--- src/rtl/universal_reg.sv ---
// Universal register: load, shift/rotate with serial out, optional up/down counter with wrap pulse.
// All outputs registered (one edge of latency) except zero; define UNIVERSAL_REG_COUNTER_EN to build modes 110/111.
module universal_reg #(
   parameter int unsigned     WIDTH     = 4,
   parameter logic [WIDTH-1:0] RESET_VAL = '0
) (
   input  logic             clk,
   input  logic             reset,
   input  logic             set,
   input  logic             en,
   input  logic [2:0]       mode,
   input  logic [WIDTH-1:0] d,
   input  logic             sin,
   output logic [WIDTH-1:0] q,
   output logic             sout,
   output logic             zero,
   output logic             wrap
);

   typedef enum logic [2:0] {
      MODE_HOLD = 3'b000,
      MODE_LOAD = 3'b001,
      MODE_SHL  = 3'b010,
      MODE_SHR  = 3'b011,
      MODE_ROL  = 3'b100,
      MODE_ROR  = 3'b101,
      MODE_INC  = 3'b110,
      MODE_DEC  = 3'b111
   } mode_e;

   localparam logic [WIDTH-1:0] ONE = {{(WIDTH-1){1'b0}}, 1'b1};

   logic [WIDTH-1:0] q_q, q_d;
   logic             sout_q, sout_d;
   logic             wrap_q, wrap_d;
   mode_e            mode_sel;

   assign mode_sel = mode_e'(mode);

   // wrap defaults to 0 so it is a single-cycle pulse; sout only moves on shift/rotate.
   always_comb begin
      q_d    = q_q;
      sout_d = sout_q;
      wrap_d = 1'b0;
      if (en) begin
         case (mode_sel)
            MODE_LOAD: q_d = d;
            MODE_SHL: begin
               q_d    = {q_q[WIDTH-2:0], sin};
               sout_d = q_q[WIDTH-1];
            end
            MODE_SHR: begin
               q_d    = {sin, q_q[WIDTH-1:1]};
               sout_d = q_q[0];
            end
            MODE_ROL: begin
               q_d    = {q_q[WIDTH-2:0], q_q[WIDTH-1]};
               sout_d = q_q[WIDTH-1];
            end
            MODE_ROR: begin
               q_d    = {q_q[0], q_q[WIDTH-1:1]};
               sout_d = q_q[0];
            end
`ifdef UNIVERSAL_REG_COUNTER_EN
            MODE_INC: begin
               q_d    = q_q + ONE;
               wrap_d = &q_q;
            end
            MODE_DEC: begin
               q_d    = q_q - ONE;
               wrap_d = ~|q_q;
            end
`endif
            default: begin
               q_d = q_q;
            end
         endcase
      end
   end

   always_ff @(posedge clk) begin
      if (reset) begin
         q_q    <= RESET_VAL;
         sout_q <= 1'b0;
         wrap_q <= 1'b0;
      end else if (set) begin
         q_q    <= '1;
         sout_q <= 1'b0;
         wrap_q <= 1'b0;
      end else begin
         q_q    <= q_d;
         sout_q <= sout_d;
         wrap_q <= wrap_d;
      end
   end

   assign q    = q_q;
   assign sout = sout_q;
   assign zero = (q_q == '0);
`ifdef UNIVERSAL_REG_COUNTER_EN
   assign wrap = wrap_q;
`else
   assign wrap = 1'b0;
`endif

endmodule
--- config.mk ---
export PLATFORM = sky130hd
export DESIGN_NAME = universal_reg
export DESIGN_NICKNAME = d
export VERILOG_FILES = /design/src/rtl/universal_reg.sv
export SDC_FILE = /design/constraint.sdc
export NUM_CORES = 1
export LEC_CHECK = 0
export BUFFER_PORTS_ARGS = -buffer_cell sky130_fd_sc_hd__buf_2
export CORE_AREA = 4 4 41 43
export CTS_CLUSTER_DIAMETER = 200
export CTS_CLUSTER_SIZE = 30
export DETAILED_ROUTE_END_ITERATION = 10
export DIE_AREA = 0 0 45 47
export GPL_TIMING_DRIVEN = 0
export SYNTH_ARGS = -nofsm -noshare
export SYNTH_HDL_FRONTEND = slang
export SYNTH_SLANG_ARGS = --single-unit
export TNS_END_PERCENT = 1
--- constraint.sdc ---
create_clock -name clk -period 1.4 [get_ports clk]
set_clock_uncertainty 0.1 [all_clocks]
set_input_delay 0.14 -clock clk [delete_from_list [all_inputs] [get_ports clk]]
set_output_delay 0.14 -clock clk [all_outputs]
set_load 0.005 [all_outputs]
==> metrics.md <==
| Metric | Value |
|---|---|
| Critical path launch point type | `flop` |
| CP Depth | `2` |
| CTS-repair resized insts | `0` |
| Post-synth top area share | `24.2%` |
| Largest cells by area after synthesis | `dfxtp_1, mux2i_1, a221oi_2, a221oi_1, buf_4` |
| Sequential power share | `36.9%` |
| Vias per inst | `5.35` |
| Crit path max-delay cell type | `dfxtp_1` |
| #FFs+latches synth | `5` |
| Hold Path Depth | `2` |
| GRT overflow | `0` |
| Clock buffer depth | `2` |
| Post-DP HPWL | `798 um` |
| CP startpoint | `q[0]$_SDFFE_PP0P_` |
| DIE AREA | `2120 um^2` |
| Layout cells sized above 1 | `47.0%` |
| Post-CTS Setup Repair Bufs | `0` |
| # nets final | `79` |
| Pwr Density | `860 nW/um^2` |
| Outcome | `completed` |
| Post-route cell area | `539 um^2` |
| Commonest cells in the netlist | `dfxtp_1, nor2_1, a221oi_1, buf_4, mux2i_1` |
| Min-delay worst type | `in -> reg` |
| Fin. max-slew vios | `0` |
| Gr usage total | `10.7%` |
| DRC | `0` |
| DR pass1 iterations | `4` |
| Via count | `433` |
| Synth warn | `0` |
| Worst Path Max Fanout | `6` |
| WL met2 | `447 um` |
| Net Count, Synth | `58` |
| First-pass GRT wire length | `1630 um` |
| Hold path startpoint | `reset` |
| Row Count | `13` |
| Initial antenna violation count | `0` |
| Post-Syn Instances | `46` |
| CTS tree | `built` |
| I/O Buffers | `16` |
| Remaining antenna violation count | `0` |
| WL met1 | `486 um` |
| RSZ-0062 raised after global routing | `no` |
| Tmin final | `1300 ps` |
| Final worst-path cycle share | `92.9%` |
| Sink Count | `5` |
| WL final | `1010 um` |
| Worst-path cell chain | `nor4_1 -> buf_2` |
| Peak supply drop | `385 uV` |
| Total core area | `1300 um^2` |
| Post-Syn Area per Cell | `9.00 um^2` |
| CP bufs+invs | `1` |
| Post-synthesis sequential area ratio | `24.2%` |
| DIE HEIGHT | `47 um` |
| Vias in the first global route | `385` |
| Hold Buf Count CTS | `0` |
| CTS root buffer | `clkbuf_4` |
| Clock transition at path regs | `40 ps` |
| Reg2Reg Launch Point | `q[3]$_SDFFE_PP0P_` |
| Initial core utilization | `31.8%` |
| RD Place Congestion | `0.722` |
| Max incr delay on CP | `360 ps` |
| EDFF count, synth | `0` |
| Worst Path Arrival | `1060 ps` |
| Ports | `19` |
| Crit-path leading delay family | `flip-flops` |
| Combinational share of power | `28.1%` |
| Leading area contributor after synthesis | `dfxtp_1` |
| Pin count of the biggest net entering global routing | `11` |
| Clk_lat worst skew | `240 ps` |
| Drt wl/cell | `12.5 um` |
| Area Growth Syn to Fin | `30.2%` |
| Chip width | `45 um` |
| H-tree depth | `1` |
| P_int | `0.333 mW` |
| Post-synth cell types | `26` |
| Fin util | `41.4%` |
| Nature of the critical path endpoint | `output port` |
| Final-report hold violation count | `0` |
| Placed inst area | `513 um^2` |
| Leakage | `0.257 nW` |
| Metal3 WL | `57 um` |
| Net Sw Power | `0.131 mW` |
| Top FF cell, synth | `dfxtp_1` |
| Max_cap viols | `0` |
| Required time worst endpoint | `1160 ps` |
| Max Used Layer | `met4` |
| Detailed Route Iter0 Violations | `5` |
| Asr flop ratio synth | `0%` |
| CTS Buf Count | `3` |
| ANT cells | `0` |
| Sw frac | `28.3%` |
| Mapped Area | `414 um^2` |
| Worst reg2reg path depth | `3` |
| Setup-failing EPs final | `0` |
| Setup CP Type | `reg -> out` |
| Max Clk Rate | `769 MHz` |
| Clock Power Share | `35.0%` |
==> power by group through the flow <==
stage,Sequential (mW),Clock [mW],Combinational (mW)
2_1_floorplan,0.171,0,0.0837
3_3_place_gp,0.173,0,0.129
3_5_place_dp,0.173,0,0.131
4_1_cts,0.171,0.169,0.131
5_1_grt,0.173,0.180,0.143
6_report,0.171,0.162,0.130
==> state kept, by name, indices dropped and copies added, names as in the netlist <==
| signal | cells |
|---|---|
| q | 4 |
| sout | 1 |
==> placed cells by master (no fill, tap or decap), types with 3 or more instances in the layout <==
cell       n
dfxtp_1    5
buf_2     16
clkbuf_4   3
buf_4      3
nor2_1     5
a221oi_1   3
mux2i_1    3
==> area by class of cell <==
| class | instances | area, um^2 |
|---|---|---|
| inverter | 1 | 3.75 |
| clock buffer | 4 | 26.3 |
| sequential | 5 | 100 |
| timing repair buffer | 16 | 80.1 |
| buffer | 4 | 33.8 |
| fill | 135 | 762 |
| multi-input combinational | 36 | 277 |
| tap | 15 | 18.8 |
==> path summary, 6_finish.rpt <==
kind | endpoint | slack [ps]
worst min-delay path | q[2]$_SDFFE_PP0P_ | 50
worst min register to register | sout$_SDFFE_PP0P_ | 410
worst max-delay path | zero | 100
worst max register to register | q[0]$_SDFFE_PP0P_ | 180
==> kinds of logic after synthesis <==
logic type,synth area share [%]
AND/OR/NAND/NOR,27.8
AO/OA/AOI/OAI,23.3
multiplexers,12.7
flip-flops,24.2
buffers and inverters,9.06
XOR/XNOR,2.12
other,0.905
==> layer usage <==
layer | vias to the layer above | GRT usage (%)
met5 | - | 0
met4 | 0 | 8.77
met3 | 2 | 1.15
met2 | 15 | 16.1
met1 | 201 | 13.9
li1 | 215 | -
==> metrics by stage <==
| stage | hold slack (ps) | setup WS, ps | TNS, ps | total power, mW | std cells |
|---|---|---|---|---|---|
| final | 48.6 | 99.5 | 0 | 0.464 | 81 |
| after floorplan | 106 | 108 | 0 | 0.254 | 46 |
| after global routing | 41.1 | 32.5 | 0 | 0.496 | 81 |
| after detailed placement | 296 | -88.4 | -88.4 | 0.304 | 77 |
| after CTS | 40.8 | 82.9 | 0 | 0.471 | 81 |
| after global placement | 297 | -77.5 | -77.5 | 0.303 | 77 |
Note: power is estimated with default switching activity, not from simulation.
